--- src/rtl/mac_frame_merge.sv ---
`default_nettype none
//==========================================================================
// Module   : mac_frame_merge
// Pops one header word, re-serialises its 14 header bytes and then streams
// the frame body into the egress byte FIFO. Control and truncated frames
// are filtered; saturating forwarded/dropped counters are kept.
// Optional : define DROP_BAD_FCS_EN to drain frames whose header has FCS_OK=0.
// Revision : 1.0
//==========================================================================
module mac_frame_merge #(
    parameter int HEADER_DWIDTH = 128,
    parameter int CNT_WIDTH     = 16,
    parameter bit CTRL_PASS     = 1'b0
) (
    input  logic                     clk,
    input  logic                     rst,
    input  logic [HEADER_DWIDTH-1:0] h_fifo_dout,
    input  logic                     h_fifo_empty,
    output logic                     h_fifo_rden,
    input  logic [7:0]               b_fifo_dout,
    input  logic                     b_fifo_del,
    input  logic                     b_fifo_empty,
    output logic                     b_fifo_rden,
    output logic [7:0]               o_fifo_din,
    output logic                     o_fifo_del,
    output logic                     o_fifo_wren,
    input  logic                     o_fifo_afull,
    output logic [CNT_WIDTH-1:0]     frame_cnt,
    output logic [CNT_WIDTH-1:0]     drop_cnt,
    output logic                     busy
);

    localparam logic [2:0] S_IDLE  = 3'd0;
    localparam logic [2:0] S_HDR   = 3'd1;
    localparam logic [2:0] S_BODY  = 3'd2;
    localparam logic [2:0] S_DRAIN = 3'd3;
    localparam logic [2:0] S_END   = 3'd4;

    localparam logic [3:0] C_LAST_HDR_BYTE = 4'd13;

    logic [2:0]           state_q, state_d;
    logic [111:0]         hdr_q, hdr_d;
    logic [3:0]           cnt_q, cnt_d;
    logic                 fwd_q, fwd_d;
    logic                 drop_q, drop_d;
    logic [CNT_WIDTH-1:0] frame_cnt_q, frame_cnt_d;
    logic [CNT_WIDTH-1:0] drop_cnt_q, drop_cnt_d;

    logic       w_h_rden;
    logic       w_b_rden;
    logic       w_wren;
    logic       w_del;
    logic [7:0] w_din;
    logic       w_bad_fcs;
    logic       w_unused_bits;

`ifdef DROP_BAD_FCS_EN
    assign w_bad_fcs     = ~h_fifo_dout[115];
    assign w_unused_bits = ^{h_fifo_dout[HEADER_DWIDTH-1:117], h_fifo_dout[113:112]};
`else
    assign w_bad_fcs     = 1'b0;
    assign w_unused_bits = ^{h_fifo_dout[HEADER_DWIDTH-1:117], h_fifo_dout[115],
                             h_fifo_dout[113:112]};
`endif

    always_comb begin
        state_d  = state_q;
        hdr_d    = hdr_q;
        cnt_d    = cnt_q;
        fwd_d    = fwd_q;
        drop_d   = drop_q;
        w_h_rden = 1'b0;
        w_b_rden = 1'b0;
        w_wren   = 1'b0;
        w_del    = 1'b0;
        w_din    = 8'h00;
        case (state_q)
            S_IDLE: begin
                if (!h_fifo_empty) begin
                    w_h_rden = 1'b1;
                    hdr_d    = h_fifo_dout[111:0];
                    cnt_d    = 4'd0;
                    fwd_d    = 1'b0;
                    drop_d   = 1'b0;
                    if (h_fifo_dout[116]) begin
                        // Header-only frame: nothing of it sits in the body FIFO
                        state_d = S_END;
                        drop_d  = 1'b1;
                    end else if (h_fifo_dout[114] && !CTRL_PASS) begin
                        state_d = S_DRAIN;
                    end else if (w_bad_fcs) begin
                        state_d = S_DRAIN;
                    end else begin
                        state_d = S_HDR;
                    end
                end
            end
            S_HDR: begin
                if (!o_fifo_afull) begin
                    w_wren = 1'b1;
                    w_din  = hdr_q[111:104];
                    hdr_d  = {hdr_q[103:0], 8'h00};
                    cnt_d  = cnt_q + 4'd1;
                    if (cnt_q == C_LAST_HDR_BYTE) begin
                        state_d = S_BODY;
                    end
                end
            end
            S_BODY: begin
                if (!b_fifo_empty && !o_fifo_afull) begin
                    w_b_rden = 1'b1;
                    w_wren   = 1'b1;
                    w_din    = b_fifo_dout;
                    w_del    = b_fifo_del;
                    if (b_fifo_del) begin
                        state_d = S_END;
                        fwd_d   = 1'b1;
                    end
                end
            end
            S_DRAIN: begin
                if (!b_fifo_empty) begin
                    w_b_rden = 1'b1;
                    if (b_fifo_del) begin
                        state_d = S_END;
                        drop_d  = 1'b1;
                    end
                end
            end
            S_END: begin
                state_d = S_IDLE;
                fwd_d   = 1'b0;
                drop_d  = 1'b0;
            end
            default: begin
                // Recover through S_END without touching either counter
                state_d = S_END;
                fwd_d   = 1'b0;
                drop_d  = 1'b0;
            end
        endcase
    end

    always_comb begin
        frame_cnt_d = frame_cnt_q;
        drop_cnt_d  = drop_cnt_q;
        if (state_q == S_END) begin
            if (fwd_q && !(&frame_cnt_q)) begin
                frame_cnt_d = frame_cnt_q + 1'b1;
            end
            if (drop_q && !(&drop_cnt_q)) begin
                drop_cnt_d = drop_cnt_q + 1'b1;
            end
        end
    end

    always_ff @(posedge clk) begin
        if (rst) begin
            state_q     <= S_IDLE;
            hdr_q       <= '0;
            cnt_q       <= 4'd0;
            fwd_q       <= 1'b0;
            drop_q      <= 1'b0;
            frame_cnt_q <= '0;
            drop_cnt_q  <= '0;
        end else begin
            state_q     <= state_d;
            hdr_q       <= hdr_d;
            cnt_q       <= cnt_d;
            fwd_q       <= fwd_d;
            drop_q      <= drop_d;
            frame_cnt_q <= frame_cnt_d;
            drop_cnt_q  <= drop_cnt_d;
        end
    end

    // Strobes are masked while rst is high so a mid-frame reset emits nothing
    assign h_fifo_rden = w_h_rden & ~rst;
    assign b_fifo_rden = w_b_rden & ~rst;
    assign o_fifo_wren = w_wren & ~rst;
    assign o_fifo_din  = o_fifo_wren ? w_din : 8'h00;
    assign o_fifo_del  = o_fifo_wren & w_del;
    assign busy        = (state_q != S_IDLE) & ~rst;
    assign frame_cnt   = frame_cnt_q;
    assign drop_cnt    = drop_cnt_q;

endmodule
`default_nettype wire
--- config.mk ---
export PLATFORM = sky130hd
export DESIGN_NAME = mac_frame_merge
export DESIGN_NICKNAME = d
export VERILOG_FILES = /design/src/rtl/mac_frame_merge.sv
export SDC_FILE = /design/constraint.sdc
export NUM_CORES = 1
export LEC_CHECK = 0
export CORE_ASPECT_RATIO = 1.2
export CORE_MARGIN = 2
export CORE_UTILIZATION = 40
export DETAILED_ROUTE_END_ITERATION = 7
export GPL_TIMING_DRIVEN = 0
export PLACE_DENSITY = 0.69
export SLEW_MARGIN = 10
export SYNTH_ARGS = -nofsm -noshare
export SYNTH_HDL_FRONTEND = slang
export SYNTH_SLANG_ARGS = --single-unit
--- constraint.sdc ---
create_clock -name clk -period 1.8 [get_ports clk]
set_input_delay 0.36 -clock clk [delete_from_list [all_inputs] [get_ports clk]]
set_output_delay 0.36 -clock clk [all_outputs]
set_load 0.05 [all_outputs]
==> results of run 1 <==
==> sequential cells by signal, indices dropped and copies added (netlist names) <==
signal and flops:
hdr_q 112, drop_cnt 16, frame_cnt 16, cnt_q 4, state_q 3, drop_q 1
fwd_q 1
==> critical path, stage by stage, from the launching register on <==
cell and delay (ps):
dfxtp_2 320, buf_6 130, nor4b_4 290, buf_4 190, buf_8 140, a22oi_2 80
nor2_4 100, buf_6 160
==> synthesized netlist by cell type (all sizes together) (4+ instances only) <==
library cell / instances / share of area
nor2: 144 / 0.076
xor2: 10 / 0.012
xnor2: 11 / 0.014
or3: 7 / 0.0062
clkbuf: 21 / 0.011
a211oi: 105 / 0.11
and2: 4 / 0.0035
mux2i: 107 / 0.15
nand4: 8 / 0.0080
ha: 4 / 0.0071
o21ai: 12 / 0.0085
nor3: 18 / 0.013
nand3: 12 / 0.0085
and3: 7 / 0.0062
dfxtp: 153 / 0.43
a22o: 7 / 0.0087
and4: 4 / 0.0050
buf: 41 / 0.034
a21oi: 15 / 0.011
nand2: 15 / 0.0080
inv: 10 / 0.0053
a22oi: 9 / 0.0096
==> per-stage QoR <==
step | instance area (um^2) | power [mW] | TNS, ps | hold WS, ps
after CTS | 11600 | 16.8 | -37560 | 478
final | 12100 | 17.5 | -25200 | 474
after detailed placement | 9240 | 9.24 | -96090 | 461
after global placement | 9240 | 9.16 | -95380 | 455
after floorplan | 7240 | 8.02 | -210 | 442
after global routing | 12100 | 18.2 | -31980 | 511
==> kinds of logic after synthesis <==
family,after synthesis,share of synthesized area
muxes,107,0.151
AOI/OAI and AO/OA,164,0.167
xor gates and xnor gates,21,0.0260
DFF,153,0.433
and+or+nand+nor,241,0.165
buffers and inverters,72,0.0504
adders and majority gates,4,0.00707
==> what timing repair did <==
| action | 4_1_cts | 5_1_grt |
|---|---|---|
| pin swaps | 89 | 53 |
| cloned | 24 | 1 |
| endpoints found under the setup margin | 162 | 148 |
| buffers inserted | 48 | 33 |
| gates resized for setup | 283 | 200 |
==> worst max path at each step <==
stage	start	endpoint	slack (ps)	depth (start not counted)
6_report	state_q[2]	o_fifo_din[6]	-400	7
4_1_cts	state_q[0]	o_fifo_din[6]	-390	7
5_1_grt	state_q[1]	o_fifo_din[7]	-500	7
2_1_floorplan	state_q[0]	o_fifo_din[1]	-30	5
3_3_place_gp	o_fifo_afull	o_fifo_din[3]	-1580	5
3_5_place_dp	o_fifo_afull	o_fifo_din[3]	-1560	5
==> power by group <==
group | leakage, nW | switching (mW) | internal (mW)
logic | 2.92 | 4.13 | 4.59
registers | 1.28 | 0.648 | 4.31
clock network | 0.294 | 1.58 | 2.21
==> metal layers <==
metal	global-route usage	part of all wire	vias to the layer above	wire length [um]
met3	0.0429	0.052	72	1320
met4	0.106	0.032	2	823
met2	0.454	0.52	282	13200
met5	0	0.00051	-	13
li1	-	-	3317	-
met1	0.305	0.40	3464	10100
==> layout make-up <==
| class | count | share of cell area |
|---|---|---|
| Buffer | 54 | 0.0450 |
| Multi-Input combinational cell | 537 | 0.387 |
| Inverter | 10 | 0.00310 |
| Sequential cell | 153 | 0.257 |
| Clock buffer | 17 | 0.0352 |
| Timing Repair Buffer | 255 | 0.235 |
| Clock inverter | 15 | 0.0156 |
| Tap cell | 220 | 0.0227 |
==> cells in the final DEF (no fill, tap or decap), types with 10 or more instances in the layout <==
master,Yosys,routed
buf_6,1,33
nor3_1,17,12
inv_1,10,10
a211oi_2,0,96
buf_8,0,29
buf_12,0,23
dlygate4sd2_1,0,32
nor2_1,144,101
clkbuf_1,21,16
nor2_2,0,22
a21oi_1,15,14
clkdlybuf4s50_1,0,123
xnor2_1,11,11
dfxtp_1,153,122
mux2i_1,107,104
nand2_1,15,14
buf_4,12,31
o21ai_0,12,11
nor2_4,0,21
clkbuf_16,0,19
dfxtp_2,0,29
nand3_1,12,11
==> flow_summary_export.csv, run 1 <==
group,metric,value,unit
setup_path,rr_startpoint,"state_q[1]",
min_path,hold_path_depth,1,
setup_path,critPathMaxFanout,5,
cts,cts-root-to-sink-buffers,2,
cts,cts_num_sinks,153,
sta,final_max_slew_viol_count,0,
yosys,dominantRegCellSynth,"dfxtp_1",
placed_design,placed_cells,1154,
cts,cts.root.buffer_cell,"clkbuf_16",
global_route,antenna_found_initial,1,
yosys,synth_enable_flop_cells,0,
placed_design,hpwl,14500,um
cells_and_area,multi_input_area,4680,um^2
sta,fmax,454,MHz
setup_path,cp-end-kind,"output pin",
setup_path,worst_ep_required_time,1440,ps
cts,cts_hold_buffers,0,
placed_design,numPortBuffers,172,
sta,hold_viol_final,0,
setup_path,worstRegToRegCells,12,
route,detailedRoute.firstIterationViolations,510,
route,drt_wl_total,25400,um
die,pin_count,187,
route,drt_pass1_iterations,5,
sta,tightest_slew,825,ps
sta,rsz0062_at_grt,"true",
yosys,synth_seq_cells,153,
cells_and_area,layout.filler_cells,1263,
run,max_cap_violations,0,
cells_and_area,synthToLayoutAreaGrowth,71.1,%
sta,fin_crit_sh,1.22,
die,dieHeight,150,um
route,drtAntennaViolNets,0,
yosys,seq_area_frac_synth,0.433,
cts,cts_tree,"built",
cells_and_area,final-instance-count-excl-fill,1261,
global_route,grt_max_degree,17,
yosys,synth_fp_nets,908,
global_route,global_route.overflow_total,0,
min_path,hold_path.class,"reg -> reg",
cells_and_area,final-seq-area,3110,um^2
global_route,track_usage,0.255,
sta,slew_headroom,0.450,
global_route,grt_pass1_vias,6974,
power_and_ir_drop,static-leakage-power,4.49,nW
yosys,yosys_warnings,0,
cells_and_area,design.final.nets,1174,
cts,worst_setup_hold_path_clk_slew,70,ps
yosys,syn-instance-count,762,
die,die_area,18800,um^2
power_and_ir_drop,power_density,1440,nW/um^2
cts,htree_num_levels,4,
yosys,post_synth_num_cell_types,52,
placed_design,globalplace.congestion,0.849,
route,vias_per_cell,5.66,
yosys,syn-mean-instance-area,9.28,um^2
cts,clock_insertion_delay_worst_skew,430,ps
sta,worst_slack,-403,ps
placed_design,place_ws,-1560,ps
min_path,timing.hold.worst.start,"hdr_q[6]",
power_and_ir_drop,vdd_drop_max,783,uV
cells_and_area,antenna_cells_inserted,0,
global_route,grt_pass1_wl,37600,um
yosys,async_reset_ff_frac,0,
cells_and_area,share_of_the_core_filled_with_cells,0.694,
die,die-width,125,um
sta,final_setup_violation_count,122,
route,post-route-drc-count,0,
setup_path,critical_path.startpoint_type,"flip-flop",
status,outcome,"finished, violations left",
die,initial_core_util,0.406,
route,vias,7137,
yosys,syn_area,7070,um^2
route,route.detailed.wl_per_inst,20.2,um
sta,fin_crit,2200,ps
cts,cts_made_buffers,17,
min_path,holdPathEnd,"hdr_q[6]",
setup_path,reg2reg_slack,-320,ps
setup_path,critPathKind,"reg -> out",
setup_path,cp_data_arrival_time,1840,ps
sta,final.setup_skew,15.1,ps
die,placement_rows,53,
cells_and_area,layout-drive-gt1-share,0.373,
status,violations,"setup timing",
setup_path,r2r-end,"hdr_q[69]",
die,core-area,17400,um^2
(Power assumes the default switching activity.)
==> inputs of run 2 (changes only) <==
Settings changed: ABC_AREA from default to 1, GPL_TIMING_DRIVEN 0 to default, PLACE_DENSITY 0.69 to 0.68, SETUP_SLACK_MARGIN from default to 0.15.
==> flow_summary_export.csv, run 2 <==
group,metric,value,unit
status,outcome,"finished, violations left",
status,violations,"setup timing",
power_and_ir_drop,cell_internal_pwr,10.8,mW
global_route,grt_pass1_wl,34900,um
setup_path,reg2reg_slack,50,ps
setup_path,worst_ep_required_time,1440,ps
yosys,yosys.area.top_type,"dfxtp_1",
route,vias_per_cell,5.36,
placed_design,hpwl,14200,um
die,pin_count,187,
setup_path,timing.critical_path.cells,"nor3_4 -> nand2_2 -> a21oi_4 -> clkinvlp_4 -> buf_12 -> nor2_4 -> buf_12",
cts,cts-root-to-sink-buffers,2,
route,route.detailed.wl_per_inst,16.5,um
setup_path,critical_path.startpoint_type,"flip-flop",
min_path,hold_path.class,"reg -> reg",
setup_path,r2r-end,"hdr_q[28]",
cells_and_area,antenna_cells_inserted,0,
yosys,async_reset_ff_frac,0,
yosys,post_synth_most_frequent_cells,"nand2_1, dfxtp_1, a31oi_1",
power_and_ir_drop,total_power,17.7,mW
yosys,post-synth-top-count-cell,"nand2_1",
global_route,grt_pass1_vias,7166,
power_and_ir_drop,power.share.combinational,0.499,
sta,slew_headroom,0.727,
cells_and_area,layout.filler_cells,1341,
cells_and_area,final-instance-count-excl-fill,1509,
yosys,post_synth_num_cell_types,31,
setup_path,worst_path_most_repeated_cell,"buf_12",
yosys,dominantRegCellSynth,"dfxtp_1",
power_and_ir_drop,pwr-share-seq,0.293,
cells_and_area,share_of_the_core_filled_with_cells,0.694,
placed_design,numPortBuffers,172,
cts,cts_num_sinks,153,
cells_and_area,layout-drive-gt1-share,0.271,
global_route,global_route.overflow_total,0,
yosys,synth_seq_cells,153,
setup_path,cp-end-kind,"output pin",
die,initial_core_util,0.407,
sta,tightest_slew,406,ps
cells_and_area,layout_commonest_cell,"nand2_1",
placed_design,placed_cells,1423,
yosys,yosys_warnings,0,
die,die-width,126,um
yosys,syn-mean-instance-area,6.79,um^2
placed_design,globalplace.congestion,0.921,
yosys,seq_area_frac_synth,0.430,
cells_and_area,top_register,"hdr_q",
route,detailedRoute.firstIterationViolations,514,
cts,cts_tree,"built",
setup_path,critPathKind,"reg -> out",
yosys,synth_fp_nets,1196,
cells_and_area,largest_register_ff_count,112,
sta,worst_slack,-400,ps
die,placement_rows,53,
sta,final_max_slew_viol_count,0,
cells_and_area,most-common-layout-cells,"nand2_1, dfxtp_1, clkdlybuf4s50_1",
min_path,timing.hold.worst.start,"hdr_q[5]",
sta,final.setup_skew,10.0,ps
cts,cts_made_buffers,17,
power_and_ir_drop,power_density,1460,nW/um^2
sta,fmax,455,MHz
route,drtAntennaViolNets,0,
setup_path,rr_startpoint,"state_q[2]",
yosys,synth_top_area_frac,0.430,
power_and_ir_drop,power.switching_fraction,0.391,
power_and_ir_drop,power_frac_clock,0.207,
setup_path,slowest_delay,360,ps
power_and_ir_drop,static-leakage-power,4.70,nW
min_path,holdPathEnd,"hdr_q[5]",
yosys,syn-instance-count,1050,
global_route,grt_max_degree,70,
sta,rsz0062_at_grt,"true",
sta,fin_crit_sh,1.22,
setup_path,cp_data_arrival_time,1840,ps
min_path,hold_path_depth,2,
run,max_cap_violations,0,
cts,worst_setup_hold_path_clk_slew,70,ps
die,die_area,18900,um^2
setup_path,worstRegToRegCells,11,
route,drt_pass1_iterations,5,
cells_and_area,design.final.nets,1422,
global_route,track_usage,0.225,
yosys,syn_area,7130,um^2
sta,final_setup_violation_count,13,
route,vias,8093,
setup_path,critical-path-slowest-cell,"dfxtp_4",
cts,clock_insertion_delay_worst_skew,420,ps
power_and_ir_drop,vdd_drop_max,761,uV
power_and_ir_drop,switchingPower,6.93,mW
yosys,synth_enable_flop_cells,0,
global_route,antenna_found_initial,1,
route,drt_wl_total,25000,um
cts,cts.root.buffer_cell,"clkbuf_16",
die,core-area,17500,um^2
sta,hold_viol_final,0,
die,dieHeight,150,um
cts,htree_num_levels,4,
yosys,leading_post_synthesis_cells_by_cell_area,"dfxtp_1, nand2_1, a31oi_1",
route,post-route-drc-count,0,
setup_path,critPathMaxFanout,8,
cells_and_area,synthToLayoutAreaGrowth,70.4,%
sta,fin_crit,2200,ps
## run 2: cell count changes in the layout (fill, tap and decap cells not counted), moves of 42 or more
cell / delta
mux2i_1: -104
inv_1: +42
a31oi_1: +59
a31oi_4: +43
nand2_1: +323
a211oi_2: -96
## run 2: metrics by stage
| step | hold slack (ps) | cell area, um^2 | TNS (ps) | worst slack (ps) |
|---|---|---|---|---|
| floorplan | 439 | 7260 | -4110 | -514 |
| global placement | 456 | 9540 | -21850 | -435 |
| detailed placement | 457 | 9540 | -24040 | -474 |
| CTS | 465 | 10600 | -4060 | -415 |
| global route | 492 | 12100 | -5030 | -481 |
| finish | 468 | 12100 | -4040 | -400 |
## run 2: layout make-up
type,count,area [um^2],share of cell area
multi-input cells,772,4740,0.390
repair buffers,269,3170,0.261
flip-flops and latches,153,3090,0.255
clock buffers,20,467,0.0384
well taps,220,275,0.0227
inverters,62,254,0.0209
clock inverters,12,136,0.0112
repair inverters,1,16.3,0.00134
## run 2: per-layer routing
layer | share of wire | routed length [um] | GRT usage
met3 | 0.052 | 1300 | 0.0515
met5 | 0.00044 | 11 | 0
met4 | 0.022 | 552 | 0.0615
met2 | 0.51 | 12800 | 0.383
met1 | 0.41 | 10300 | 0.289
## run 2: power by group through the flow
stage / sequential [mW] / combinational, mW / clock, mW
floorplan: 4.95 / 3.25 / 0
global placement: 5.07 / 4.76 / 0
detailed placement: 5.08 / 4.82 / 0
CTS: 5.06 / 5.68 / 3.71
global route: 5.32 / 9.39 / 3.83
finish: 5.20 / 8.85 / 3.67
## run 2: worst max path at each step
stage                 startpoint       endpoint  slack, ps  cells past startpoint
floorplan             state_q[2]  o_fifo_din[0]       -510                      7
global placement    b_fifo_empty  o_fifo_din[0]       -440                      7
detailed placement  b_fifo_empty  o_fifo_din[3]       -470                      7
CTS                   state_q[1]  o_fifo_din[4]       -410                      8
global route          state_q[1]  o_fifo_din[4]       -480                      8
finish                state_q[0]  o_fifo_din[0]       -400                      7
## run 2: what timing repair did
action	in CTS	in global routing
gates resized for setup	57	193
gates cloned	6	22
setup endpoints to repair	26	142
setup buffers	11	15
pin swaps	12	33
hold buffers	0	0
## run 2: worst max-delay path, delay by kind of cell, from the launching register on
family	cells	cell delay [ps]
flip-flops	1	360
AO/OA/AOI/OAI	1	190
buffers and inverters	3	430
AND/OR/NAND/NOR	3	420
## run 2: kinds of logic after synthesis
kind of cell | synth area share
XOR/XNOR | 0.00369
flip-flops | 0.430
adder cells (fa/ha/maj) | 0.00702
AND/OR/NAND/NOR | 0.290
AO/OA/AOI/OAI | 0.194
buffers and inverters | 0.0758
==> inputs of run 3 (changes only) <==
Settings changed: MAX_ROUTING_LAYER from default to met4.
==> flow_summary_export.csv, run 3 (same netlist as run 2, synthesis figures left out) <==
group,metric,value,unit
placed_design,numPortBuffers,172,
sta,hold_viol_final,0,
cells_and_area,most-common-layout-cells,"nand2_1, dfxtp_1, clkdlybuf4s50_1",
setup_path,rr_startpoint,"state_q[1]",
min_path,hold_path.class,"reg -> reg",
sta,fin_crit_sh,1.22,
status,outcome,"finished, violations left",
global_route,grt_pass1_vias,7162,
route,route.detailed.wl_per_inst,16.3,um
cts,worst_setup_hold_path_clk_slew,60,ps
global_route,grt_max_degree,70,
cts,cts_num_sinks,153,
route,detailedRoute.firstIterationViolations,564,
sta,final.setup_skew,10.9,ps
run,max_cap_violations,0,
power_and_ir_drop,static-leakage-power,4.70,nW
die,dieHeight,150,um
cts,cts_tree,"built",
setup_path,critical_path.startpoint_type,"flip-flop",
cts,cts-root-to-sink-buffers,2,
die,die_area,18900,um^2
setup_path,cp-end-kind,"output pin",
route,post-route-drc-count,0,
sta,worst_slack,-393,ps
route,drt_pass1_iterations,7,
setup_path,reg2reg_slack,50,ps
die,pin_count,187,
global_route,track_usage,0.232,
route,vias,8097,
setup_path,r2r-end,"hdr_q[54]",
cells_and_area,synthToLayoutAreaGrowth,70.3,%
cts,cts.root.buffer_cell,"clkbuf_16",
sta,fmax,456,MHz
setup_path,worstRegToRegCells,10,
setup_path,critPathKind,"reg -> out",
cells_and_area,layout_commonest_cell,"nand2_1",
cts,cts_made_buffers,17,
power_and_ir_drop,power_density,1450,nW/um^2
cells_and_area,largest_register_ff_count,112,
min_path,hold_path_depth,2,
die,placement_rows,53,
global_route,grt_pass1_wl,34900,um
sta,final_setup_violation_count,13,
cells_and_area,final-instance-count-excl-fill,1510,
placed_design,placed_cells,1423,
route,vias_per_cell,5.36,
setup_path,critPathMaxFanout,8,
die,initial_core_util,0.407,
sta,rsz0062_at_grt,"true",
cells_and_area,design.final.nets,1422,
cts,htree_num_levels,4,
setup_path,worst_ep_required_time,1440,ps
sta,tightest_slew,414,ps
setup_path,cp_data_arrival_time,1830,ps
min_path,holdPathEnd,"hdr_q[5]",
cells_and_area,layout.filler_cells,1344,
sta,fin_crit,2190,ps
placed_design,globalplace.congestion,0.937,
global_route,global_route.overflow_total,0,
cells_and_area,layout-drive-gt1-share,0.268,
die,die-width,126,um
sta,timing.setup.tns,-3980,ps
cells_and_area,top_register,"hdr_q",
status,violations,"setup timing",
sta,slew_headroom,0.721,
cts,clock_insertion_delay_worst_skew,420,ps
route,drt_wl_total,24700,um
global_route,antenna_found_initial,1,
die,core-area,17500,um^2
sta,final_max_slew_viol_count,0,
power_and_ir_drop,vdd_drop_max,757,uV
route,drtAntennaViolNets,0,
min_path,timing.hold.worst.start,"hdr_q[5]",
placed_design,hpwl,14200,um
==> run 3: cell types whose count changed in the layout (fill, tap and decap cells not counted) <==
cell and change:
o21ai_2 -3, o21ai_1 +2, diode_2 +1, o21ai_0 +1
==> run 3: layer usage <==
layer,wire length [um],GRT usage,up-vias
met5,0,-,-
met4,512,0.0615,0
met3,1260,0.0455,39
met2,12700,0.382,272
met1,10200,0.293,3813
li1,-,-,3973
==> run 3: worst max-delay path by stage <==
stage / startpoint / to / slack, ps / depth (start not counted)
after detailed placement: b_fifo_empty / o_fifo_din[3] / -470 / 7
final: state_q[0] / o_fifo_din[4] / -390 / 7
after global routing: state_q[1] / o_fifo_din[4] / -480 / 8
after floorplan: state_q[2] / o_fifo_din[0] / -510 / 7
after CTS: state_q[1] / o_fifo_din[4] / -410 / 8
after global placement: b_fifo_empty / o_fifo_din[0] / -440 / 7
==> run 3: through the flow <==
step	hold slack, ps	utilization	cell area (um^2)	worst slack [ps]	total power, mW
6_report	467	0.693	12100	-393	17.6
5_1_grt	492	0.693	12100	-482	18.5
3_5_place_dp	457	0.545	9540	-474	9.90
4_1_cts	465	0.603	10600	-415	14.4
3_3_place_gp	456	0.545	9540	-435	9.83
2_1_floorplan	439	-	7260	-514	8.19
==> run 3: what timing repair did <==
action,4_1_cts,5_1_grt
hold buffers,0,0
pin swaps,12,33
endpoints found under the setup margin,26,142
setup buffers,11,15
cloned,6,22
gates resized for setup,57,189
==> run 3: worst max-delay path: stages (launching register included) <==
cell	delay, ps
dfxtp_4	360
nor3_4	220
nand2_2	100
a21oi_4	190
clkinvlp_4	130
buf_12	160
nor2_4	100
buf_12	140
==> run 3: power breakdown <==
part           switching, mW  leakage (nW)  internal, mW
Sequential             0.707          1.27          4.47
Combinational           4.67          3.14          4.13
Clock                   1.49         0.298          2.17
Total                   6.86          4.70          10.8
==> run 3: cell type report <==
cell class | instances | area [um^2] | share of cell area
multi-input combinational | 772 | 4730 | 0.390
timing repair buffer | 269 | 3170 | 0.261
sequential | 153 | 3090 | 0.255
clock buffer | 20 | 467 | 0.0384
tap | 220 | 275 | 0.0227
inverter | 62 | 254 | 0.0209
clock inverter | 12 | 136 | 0.0112
timing repair inverter | 1 | 16.3 | 0.00134
antenna | 1 | 2.50 | 0.000206
